$ cat config.mk
export PLATFORM = sky130hd
export DESIGN_NAME = bnn_load_conv_sequencer
export DESIGN_NICKNAME = d
export VERILOG_FILES = /design/src/rtl/bnn_load_conv_sequencer.sv
export SDC_FILE = /design/constraint.sdc
export NUM_CORES = 1
export LEC_CHECK = 0
export CAP_MARGIN = 10
export CORE_UTILIZATION = 50
export CTS_CLUSTER_SIZE = 28
export DETAILED_ROUTE_END_ITERATION = 10
export DONT_BUFFER_PORTS = 1
export PLACE_DENSITY_LB_ADDON = 0.12
export SLEW_MARGIN = 40
export SYNTH_ARGS = -nofsm -noshare
export SYNTH_HDL_FRONTEND = slang
export SYNTH_SLANG_ARGS = --single-unit
export TNS_END_PERCENT = 5
$ cat constraint.sdc
create_clock -name clk -period 3.59 [get_ports clk]
set_input_delay 0.718 -clock clk [delete_from_list [all_inputs] [get_ports clk]]
set_output_delay 0.718 -clock clk [all_outputs]
set_load 0.005 [all_outputs]
$ cat src/rtl/bnn_load_conv_sequencer.sv
`default_nettype none
// ============================================================================
// Module      : bnn_load_conv_sequencer
// Description : BNN input-stage controller. Clears and fills the pixel/weight
//               register bank, waits for load completion (with timeout), then
//               streams every 3x3 window position for every binary filter to
//               the XNOR-popcount datapath over a valid/ready handshake.
// Revision    : 1.0 - initial release
// ============================================================================
module bnn_load_conv_sequencer #(
  parameter int IMG_DIM      = 28,
  parameter int K            = 3,
  parameter int N_FILT       = 8,
  parameter int LOAD_TIMEOUT = 1023,
  localparam int OUT_DIM     = IMG_DIM - K + 1,
  localparam int CW          = (OUT_DIM > 1) ? $clog2(OUT_DIM) : 1,
  localparam int FW          = (N_FILT > 1) ? $clog2(N_FILT) : 1
) (
  input  logic          clk,
  input  logic          reset_n,
  input  logic          start,
  input  logic          abort,
  input  logic          load_done,
  input  logic          out_ready,
  output logic          regs_clr_n,
  output logic          en_wr,
  output logic          win_valid,
  output logic [CW-1:0] win_row,
  output logic [CW-1:0] win_col,
  output logic [FW-1:0] filt_idx,
  output logic          win_last,
  output logic          busy,
  output logic          done,
  output logic          err
);

  localparam int TW = $clog2(LOAD_TIMEOUT + 1);

  localparam logic [CW-1:0] c_COORD_MAX   = CW'(OUT_DIM - 1);
  localparam logic [FW-1:0] c_FILT_MAX    = FW'(N_FILT - 1);
  // Counter value during the LOAD_TIMEOUT-th LOAD cycle (counter starts at 0)
  localparam logic [TW-1:0] c_TMO_LAST    = TW'(LOAD_TIMEOUT - 1);
  // Degenerate geometry where the very first beat is also the last one
  localparam logic          c_SINGLE_BEAT = (OUT_DIM == 1) && (N_FILT == 1);

  typedef enum logic [2:0] {
    S_IDLE  = 3'd0,
    S_CLEAR = 3'd1,
    S_LOAD  = 3'd2,
    S_CONV  = 3'd3,
    S_DONE  = 3'd4,
    S_ERR   = 3'd5
  } state_t;

  state_t        r_state;
  logic [TW-1:0] r_tmo_cnt;

  logic          w_filt_wrap;
  logic          w_col_wrap;
  logic [FW-1:0] w_nxt_filt;
  logic [CW-1:0] w_nxt_col;
  logic [CW-1:0] w_nxt_row;
  logic          w_nxt_last;

  // Next window position: filter innermost, then column, then row
  always_comb begin
    w_filt_wrap = (filt_idx == c_FILT_MAX);
    w_col_wrap  = (win_col == c_COORD_MAX);
    w_nxt_filt  = w_filt_wrap ? '0 : filt_idx + 1'b1;
    w_nxt_col   = win_col;
    w_nxt_row   = win_row;
    if (w_filt_wrap) begin
      w_nxt_col = w_col_wrap ? '0 : win_col + 1'b1;
      if (w_col_wrap) begin
        w_nxt_row = win_row + 1'b1;
      end
    end
    w_nxt_last = (w_nxt_row == c_COORD_MAX) && (w_nxt_col == c_COORD_MAX) &&
                 (w_nxt_filt == c_FILT_MAX);
  end

  // Sequencer FSM with all outputs registered; abort acts like a reset
  always_ff @(posedge clk) begin
    if (!reset_n || abort) begin
      r_state    <= S_IDLE;
      r_tmo_cnt  <= '0;
      regs_clr_n <= 1'b1;
      en_wr      <= 1'b0;
      win_valid  <= 1'b0;
      win_row    <= '0;
      win_col    <= '0;
      filt_idx   <= '0;
      win_last   <= 1'b0;
      busy       <= 1'b0;
      done       <= 1'b0;
      err        <= 1'b0;
    end else begin
      regs_clr_n <= 1'b1;
      done       <= 1'b0;
      unique case (r_state)
        S_IDLE, S_DONE, S_ERR: begin
          if (start) begin
            r_state    <= S_CLEAR;
            regs_clr_n <= 1'b0;
            busy       <= 1'b1;
            en_wr      <= 1'b0;
            err        <= 1'b0;
            r_tmo_cnt  <= '0;
            win_row    <= '0;
            win_col    <= '0;
            filt_idx   <= '0;
            win_last   <= 1'b0;
          end else if (r_state == S_DONE) begin
            r_state <= S_IDLE;
          end
        end
        S_CLEAR: begin
          r_state   <= S_LOAD;
          en_wr     <= 1'b1;
          r_tmo_cnt <= '0;
        end
        S_LOAD: begin
          // load_done takes precedence over a coincident timeout
          if (load_done) begin
            r_state   <= S_CONV;
            en_wr     <= 1'b0;
            win_valid <= 1'b1;
            win_row   <= '0;
            win_col   <= '0;
            filt_idx  <= '0;
            win_last  <= c_SINGLE_BEAT;
          end else if (r_tmo_cnt == c_TMO_LAST) begin
            r_state <= S_ERR;
            en_wr   <= 1'b0;
            busy    <= 1'b0;
            err     <= 1'b1;
          end else begin
            r_tmo_cnt <= r_tmo_cnt + 1'b1;
          end
        end
        S_CONV: begin
          if (out_ready) begin
            if (win_last) begin
              r_state   <= S_DONE;
              win_valid <= 1'b0;
              win_last  <= 1'b0;
              busy      <= 1'b0;
              done      <= 1'b1;
            end else begin
              win_row  <= w_nxt_row;
              win_col  <= w_nxt_col;
              filt_idx <= w_nxt_filt;
              win_last <= w_nxt_last;
            end
          end
        end
        default: begin
          r_state <= S_IDLE;
        end
      endcase
    end
  end

endmodule
`default_nettype wire
# --- Word-level counts from Yosys, hierarchy flattened ---
# Index checks and enable logic that the tools add are counted.
word_totals:
  register_bits: 33
  in_bits: 6
  word_cells: 109
classes:
  add_sub_neg: 4
  eq_ne: 21
  n_mux: 49
  n_bitwise: 3
  reduce_logical: 20
ops:
  columns: ["cell", "count"]
  rows:
  - ["2-to-1 mux 5 bit", 10]
  - ["2-to-1 mux 3 bit", 11]
  - ["2-to-1 mux 10 bit", 3]
  - ["one-hot mux 10 bit (3 select lines)", 1]
  - ["one-hot mux 5 bit (3 select lines)", 2]
  - ["AND reduction 4 bit", 5]
  - ["!= test 2 bit, second input constant", 8]
  - ["== test 5 bit, second input constant", 3]
  - ["2-to-1 mux 1 bit", 15]
  - ["== test 3 bit, second input constant", 4]
  - ["one-hot mux 3 bit (4 select lines)", 1]
  - ["adder 10 x 1 -> 10 bit, second input constant", 1]
  - ["adder 5 x 1 -> 5 bit, second input constant", 2]
  - ["== test 10 bit, second input constant", 1]
  - ["one-hot mux 1 bit (3 select lines)", 3]
  - ["one-hot mux 3 bit (3 select lines)", 1]
  - ["== test 3 x 2 -> 1 bit, second input constant", 2]
  - ["!= test 3 bit, second input constant", 2]
  - ["AND reduction 6 bit", 1]
  - ["nonzero test 3 bit", 2]
  - ["OR reduction 3 bit", 2]
  - ["AND reduction 5 bit", 1]
  - ["one-hot mux 1 bit (2 select lines)", 2]
  - ["nonzero test 2 bit", 2]
  - ["9 further kinds", 12]

# --- Logic depth before layout (Yosys ltp) ---
# Gate-level depths: netlist (run 1).
logic_depth:
  depth_word: 9
  ltp_mapped: 8
  ltp_nobuf: 7

# --- Worst setup path after synthesis (run 1) ---
# No wires, ideal clock.
synth_timing:
  kind: "input to register"
  start: "input out_ready"
  end: "register win_row[3]"
  t_arrival_ns: 1.728
  required_time_ns: 3.511
  path_slack_ns: 1.782
  stages: 6
  n_path_buf: 1
  cell_sequence: "mux2_1 -> a2bb2oi_2 -> a21o_1 -> buf_4 -> nor2_1 -> a211oi_2"
synth_between:
  elab_chain_len: 2
synth_lines:
  columns: ["item", "line_no", "text"]
  rows:
  - ["start: declaration", "24", "input logic out_ready,"]
  - ["!= test 2 bit (no line)", null, null]
  - ["AND reduction 5 bit (no line)", null, null]
  - ["end signal: assignment", "150", "win_row <= w_nxt_row;"]
  - ["end: declaration", "28", "output logic [CW-1:0] win_row,"]
# No other way between the ends.
# A chain may end at the register's enable or synchronous reset.

# --- Final worst setup path (run 1) ---
layout_timing:
  start: "register filt_idx[0]"
  end: "register win_row[2]"
layout_between:
  elab_chain_len: 5
layout_lines:
  columns: ["item", "line_no", "text"]
  rows:
  - ["start: declaration", "30", "output logic [FW-1:0] filt_idx,"]
  - ["start signal: assignment", "152", "filt_idx <= w_nxt_filt;"]
  - ["== test 3 bit", "67", "w_filt_wrap = (filt_idx == c_FILT_MAX);"]
  - ["2-to-1 mux 5 bit", "72", "if (w_filt_wrap) begin"]
  - ["2-to-1 mux 5 bit", "143", "if (win_last) begin"]
  - ["2-to-1 mux 5 bit", "142", "if (out_ready) begin"]
  - ["one-hot mux 5 bit (3 select lines)", "100", "unique case (r_state)"]
# No other way between the ends. The select of a mux whose other input is x is not followed.

==> results of run 1 <==
## per-stage QoR
step	worst slack [ns]	util, %
2_1_floorplan	1.78	-
3_3_place_gp	1.53	51.7
3_5_place_dp	1.49	51.7
4_1_cts	1.48	55.3
5_1_grt	1.31	55.6
6_report	1.46	55.6
## cells by family (layout without fill, tap and decap cells)
| family | after synthesis | after routing |
|---|---|---|
| AO/OA/AOI/OAI | 59 | 59 |
| multiplexers | 2 | 2 |
| buffers and inverters | 21 | 16 |
| AND/OR/NAND/NOR | 97 | 97 |
| XOR/XNOR | 10 | 10 |
| flip-flops | 33 | 33 |
| adder cells (fa/ha/maj) | 7 | 7 |
## power breakdown
part / total (mW) / internal (mW) / leakage, nW / switching, mW
registers: 0.377 / 0.370 / 0.266 / 0.00685
clock network: 0.412 / 0.276 / 0.0681 / 0.136
logic: 0.0509 / 0.0173 / 0.327 / 0.0336
## cells in the mapped netlist, types with 2 or more instances
master    instances  share of area [%]
nor3b_1           2               0.79
a21oi_1          20                5.3
nand4b_1          3                1.4
ha_1              7                4.6
a22oi_1           3                1.2
nand2b_1          4                1.3
nand3_1          13                3.4
nand4_1           5                1.6
a31oi_1           6                2.0
a211oi_2          3                2.0
o21ai_1           5                1.3
inv_1             8                1.6
buf_2             2               0.53
o211ai_1          3                1.2
nand3b_1          4                1.6
xnor2_1          10                4.6
buf_4             3                1.2
clkbuf_1          7                1.4
nor2b_1           4                1.3
dfxtp_1          33                 35
nor2_1           26                5.1
nor3_1            3               0.79
a32oi_1           2               0.92
o21ai_0           5                1.3
nand2_1          20                3.9
or4_1             2               0.79
and3b_1           2               0.92
and4_1            2               0.92
and3_1            3               0.99
## worst max-delay path, cell delays in order, from the launching register on
cell and delay (ns):
dfxtp_1 0.41, ha_1 0.20, ha_1 0.38, and3_1 0.41, nand3_1 0.11, or4_1 0.40, a21oi_1 0.14
## registers in the layout (all words and copies together) (netlist names), 3 cells and up
name / count
r_tmo_cnt: 10
win_col: 5
r_state: 3
win_row: 5
filt_idx: 3
## worst paths after layout
| kind | start | endpoint | cells past startpoint |
|---|---|---|---|
| setup / recovery | filt_idx[0]$_SDFFE_PP0P_ | win_row[2]$_SDFFE_PP0P_ | 6 |
| hold / removal | filt_idx[1]$_SDFFE_PP0P_ | filt_idx[1]$_SDFFE_PP0P_ | 2 |
| setup reg to reg | filt_idx[0]$_SDFFE_PP0P_ | win_row[2]$_SDFFE_PP0P_ | 6 |
| hold reg to reg | filt_idx[1]$_SDFFE_PP0P_ | filt_idx[1]$_SDFFE_PP0P_ | 2 |
## layout make-up
type / instances / area (µm²)
inverters: 8 / 30.0
multi-input cells: 175 / 1150
fillers: 359 / 1630
flip-flops and latches: 33 / 661
clock buffers: 5 / 68.8
well taps: 48 / 60.1
clock inverters: 3 / 65.1
## layer usage
layer | global-route usage (%) | vias to the layer above
met4 | 8.52 | 0
met3 | 5.80 | 6
met2 | 35.2 | 46
li1 | - | 817
met1 | 29.6 | 770
met5 | 0 | -
==> impl_summary.txt, run 1 <==
----------------------------------------------------
[Run status]
  Outcome ... complete, no violations

[Timing]
  Worst-margin pin slew ... 0.782 ns
  Slew headroom ... 47.9%
  Hold slack ... 0.527 ns
  Minimum clock period ... 2.13 ns
  Max-slew violation total from the final report ... 0
  Clock skew after layout ... 0.00712 ns
  Upper clock frequency limit ... 469 MHz
  Setup repair after global routing missed its margin ... no
  Period utilization ... 59.4%
  Count of endpoints failing hold in the final timing report ... 0
  Setup TNS after final layout ... 0 ns
  Setup violations, final ... 0

[Yosys]
  Cell area after technology mapping ... 1900 µm²
  Mean cell area of the mapped netlist ... 8.30 µm²
  Post-synthesis share of cell area spent on and, or, nand and nor gates ... 27.5%
  Multiplexer share of the synthesized area ... 1.12%
  Dominant combinational cell family by area after synthesis ... simple AND/OR/NAND/NOR gates
  Compound-gate portion of the synthesized area ... 22.2%
  Sequential area share after synthesis ... 34.7%
  Async S/R FF share, synth ... 0%
  Number of unique standard cell types used by synthesis ... 48
  Post-Synthesis Net Count ... 242
  Synth Warn # ... 0
  Number of enable flip-flop cells after synthesis ... 0
  Seq cells post-synth ... 33
  Main synth FF type ... dfxtp_1
  Fraction of the mapped netlist area in adder cells ... 4.61%
  Post-Synthesis Cells ... 229
  Share of the synthesized netlist area taken by xor and xnor gates ... 4.61%

[Global routing]
  Congestion Overflow GR ... 0
  Via count of the first global-routing pass ... 1,548
  First-pass GRT wire length ... 7200 µm
  Number of antenna violations at the first check in global routing ... 0
  Largest net degree at the start of global routing ... 20
  Overall track demand over capacity in global routing ... 22.6%

[Clock network]
  Total clock sinks ... 33
  Clock latency reported for the late side of the worst-skew pair ... 0.28 ns
  Setup Fix Bufs, Post-CTS ... 0
  CTS tree ... yes
  Worst-path clk slew ... 0.07 ns
  Number of cells upsized or downsized after cts ... 0
  H-tree lvl count ... 2
  Master cell of the clock root buffer ... clkbuf_8
  Hold bufs inserted after CTS ... 0
  CTS buffer count ... 5
  Clock buffer depth ... 2

[Worst setup path]
  Endpoint class of the critical path ... flop
  Arrival time at the worst endpoint ... 2.33 ns
  Data required time at the worst endpoint ... 3.79 ns
  Worst reg-to-reg setup slack ... 1.46 ns
  Worst setup SP type ... flop
  Critical path class ... flop to flop
  Crit path max fanout ... 12

[Placement]
  Placed Instances ... 264
  Weighted congestion at the end of routability-driven global placement ... 0.853
  HPWL after detailed placement ... 3050 µm
  Port Buffer Count ... 0
  Post-place instance area ... 1890 µm²

[Job]
  Maximum Capacitance Violations ... 0

[Pwr]
  Total power density per cell area ... 413 nW/µm²
  Leakage dissipation ... 0.662 nW
  Pwr Total ... 840 µW
  Peak supply drop ... 223 µV

[Floorplan]
  Standard cell core area ... 3660 µm²
  Num ports ... 26
  Die outline area ... 4050 µm²
  Die Span Y ... 63.7 µm
  Standard-cell row count ... 22
  Initial Util ... 51.9%
  Die boundary width ... 63.7 µm

[Hold path]
  Hold Crit Class ... flop to flop

[Route]
  Detail Route met3 WL ... 283 µm
  Metal1 wirelength ... 1960 µm
  Antenna-violating nets left ... 0
  DRC errors left ... 0
  Starting DRT DRC Count ... 131
  Uppermost layer routed ... met4
  Sum of routed wire length over all layers ... 4150 µm
  Vias per cell ... 6.03
  Met2 WL post-DR ... 1860 µm
  Via count ... 1,639
  DR WL/cell ... 15.3 µm
  Count of TritonRoute iterations in the first routing pass ... 4

[Layout]
  Final non-filler cell total ... 272
  Most frequent cells in the layout ... dfxtp_1, nor2_1, a21oi_1, nand2_1, nand3_1
  NumNets Final ... 236
  Post-synthesis to final-layout area growth ... 6.97%
  Most common cell after layout, fill and taps aside ... dfxtp_1
  Share of final-layout standard cells stronger than drive strength 1 ... 7.59%
  ANT cells ... 0
  Final non-filler cell area ... 2030 µm²

----------------------------------------------------
(Power assumes the default switching activity.)
==> run 2, diff against run 1 <==
==> constraint.sdc (replaced) <==
create_clock -name clk -period 2.2 [get_ports clk]
set_input_delay 0.44 -clock clk [delete_from_list [all_inputs] [get_ports clk]]
set_output_delay 0.44 -clock clk [all_outputs]
set_load 0.005 [all_outputs]
==> impl_summary.txt, run 2 (synthesis gave the netlist of run 1 again) <==
----------------------------------------------------
[Clock network]
  CTS buffer count ... 5
  H-tree lvl count ... 2
  Number of cells upsized or downsized after cts ... 0
  Clock latency reported for the late side of the worst-skew pair ... 0.29 ns
  Setup Fix Bufs, Post-CTS ... 0
  CTS tree ... yes
  Hold bufs inserted after CTS ... 0
  Clock buffer depth ... 2
  Master cell of the clock root buffer ... clkbuf_8
  Worst-path clk slew ... 0.06 ns
  Total clock sinks ... 33

[Layout]
  NumNets Final ... 241
  ANT cells ... 0
  Final non-filler cell area ... 2020 µm²
  Final core utilization ... 55.1%
  Registers with the most flip-flops ... r_tmo_cnt x10, win_col x5, win_row x5
  Largest register FFs ... 10
  Share of final-layout standard cells stronger than drive strength 1 ... 8.77%
  Post-synthesis to final-layout area growth ... 5.99%
  Most frequent cells in the layout ... dfxtp_1, nor2_1, a21oi_1, nand2_1, nand3_1
  Top register by number of flip-flops ... r_tmo_cnt
  Most common cell after layout, fill and taps aside ... dfxtp_1

[Pwr]
  Peak supply drop ... 255 µV
  Total power density per cell area ... 576 nW/µm²
  Leakage dissipation ... 0.662 nW
  Pwr Total ... 1.16 mW

[Worst setup path]
  Data required time at the worst endpoint ... 2.42 ns
  Crit path max-delay cell type ... dfxtp_1
  Worst setup SP type ... flop
  Worst reg-to-reg setup slack ... 0.25 ns
  Worst path cell trace ... ha_1 -> ha_1 -> and3_1 -> nand3_1 -> or4_1 -> a21oi_1
  Arrival time at the worst endpoint ... 2.17 ns
  Crit path max fanout ... 12
  Critical path class ... flop to flop
  Cell with the most instances on the worst path ... ha_1
  Crit path largest cell delay ... 0.42 ns
  Endpoint class of the critical path ... flop

[Timing]
  Upper clock frequency limit ... 512 MHz
  Minimum clock period ... 1.95 ns
  Hold slack ... 0.363 ns
  Setup TNS after final layout ... 0 ns
  Setup repair after global routing missed its margin ... no
  Setup violations, final ... 0
  Slew headroom ... 66.3%
  Max-slew violation total from the final report ... 0
  Count of endpoints failing hold in the final timing report ... 0
  Clock skew after layout ... 0.00512 ns
  Worst-margin pin slew ... 0.506 ns
  Period utilization ... 88.8%

[Route]
  Sum of routed wire length over all layers ... 4150 µm
  Antenna-violating nets left ... 0
  DRC errors left ... 0
  Via count ... 1,623
  Count of TritonRoute iterations in the first routing pass ... 5
  DR WL/cell ... 15.0 µm
  Starting DRT DRC Count ... 128
  Vias per cell ... 5.88

[Placement]
  HPWL after detailed placement ... 3060 µm
  Weighted congestion at the end of routability-driven global placement ... 0.853
  Post-place instance area ... 1930 µm²
  Port Buffer Count ... 0

[Global routing]
  Congestion Overflow GR ... 0
  Overall track demand over capacity in global routing ... 22.6%
  Number of antenna violations at the first check in global routing ... 0
  First-pass GRT wire length ... 7090 µm
  Via count of the first global-routing pass ... 1,496
  Largest net degree at the start of global routing ... 19

[Job]
  Maximum Capacitance Violations ... 0

[Run status]
  Outcome ... complete, no violations

[Hold path]
  Hold Crit Class ... input pin to flop

[Floorplan]
  Standard cell core area ... 3660 µm²
  Die boundary width ... 63.7 µm
  Die outline area ... 4050 µm²
  Initial Util ... 51.9%
  Num ports ... 26
  Standard-cell row count ... 22
  Die Span Y ... 63.7 µm

----------------------------------------------------
## run 2: cell types whose count changed in the layout (fill, tap and decap cells not counted)
| cell | before | now |
|---|---|---|
| buf_4 | 0 | 5 |
| bufinv_16 | 2 | 0 |
| clkbuf_1 | 0 | 1 |
| clkbuf_8 | 5 | 6 |
| clkinv_2 | 1 | 0 |
| o31ai_2 | 0 | 1 |
| o31ai_4 | 1 | 0 |
## run 2: final cells by class
| type | instances | area [µm²] |
|---|---|---|
| timing repair buffer | 5 | 37.5 |
| multi-input combinational | 175 | 1140 |
| tap | 48 | 60.1 |
| clock buffer | 7 | 86.3 |
| sequential | 33 | 661 |
| fill | 368 | 1650 |
| inverter | 8 | 30.0 |
## run 2: worst paths after layout
kind	cells after the start	start	endpoint
worst max-delay path	6	filt_idx[0]$_SDFFE_PP0P_	win_row[2]$_SDFFE_PP0P_
worst min-delay path	3	load_done	r_state[2]$_SDFFE_PP0P_
worst max register to register	6	filt_idx[0]$_SDFFE_PP0P_	win_row[2]$_SDFFE_PP0P_
worst min register to register	2	filt_idx[1]$_SDFFE_PP0P_	filt_idx[1]$_SDFFE_PP0P_
## run 2: through the flow
step | setup slack, ns | cells
final | 0.247 | 276
after floorplan | 0.441 | 229
after global routing | 0.0996 | 276
after detailed placement | 0.286 | 269
after global placement | 0.338 | 269
after CTS | 0.265 | 276
## run 2: worst max-delay path, delay by kind of cell, from the launching register on
kind | cells | cell delay [ns]
and+or+nand+nor | 3 | 0.73
adders and majority gates | 2 | 0.59
DFF | 1 | 0.42
AOI/OAI and AO/OA | 1 | 0.15
## run 2: power by group
| part | total, mW | switching, mW | leakage [nW] | internal (mW) |
|---|---|---|---|---|
| Combinational | 0.0856 | 0.0546 | 0.351 | 0.0310 |
| Sequential | 0.615 | 0.0112 | 0.266 | 0.604 |
| Clock | 0.461 | 0.213 | 0.0443 | 0.248 |
## run 2: metal layers
metal,up-vias,global-route usage (%),part of all wire (%),routed length (µm)
met5,-,0,0,0
met3,8,8.51,7.9,328
li1,823,-,-,-
met1,739,29.6,47,1930
met4,0,10.2,1.7,72
met2,53,32.7,44,1810
==> run 3, diff against run 2 <==
--- a/config.mk
+++ b/config.mk
@@ -15,4 +15,3 @@
 export SYNTH_ARGS = -nofsm -noshare
 export SYNTH_HDL_FRONTEND = slang
 export SYNTH_SLANG_ARGS = --single-unit
-export TNS_END_PERCENT = 5
==> results of run 3 <==
Same layout as run 2: the final DEF is identical, and so are final timing and power.
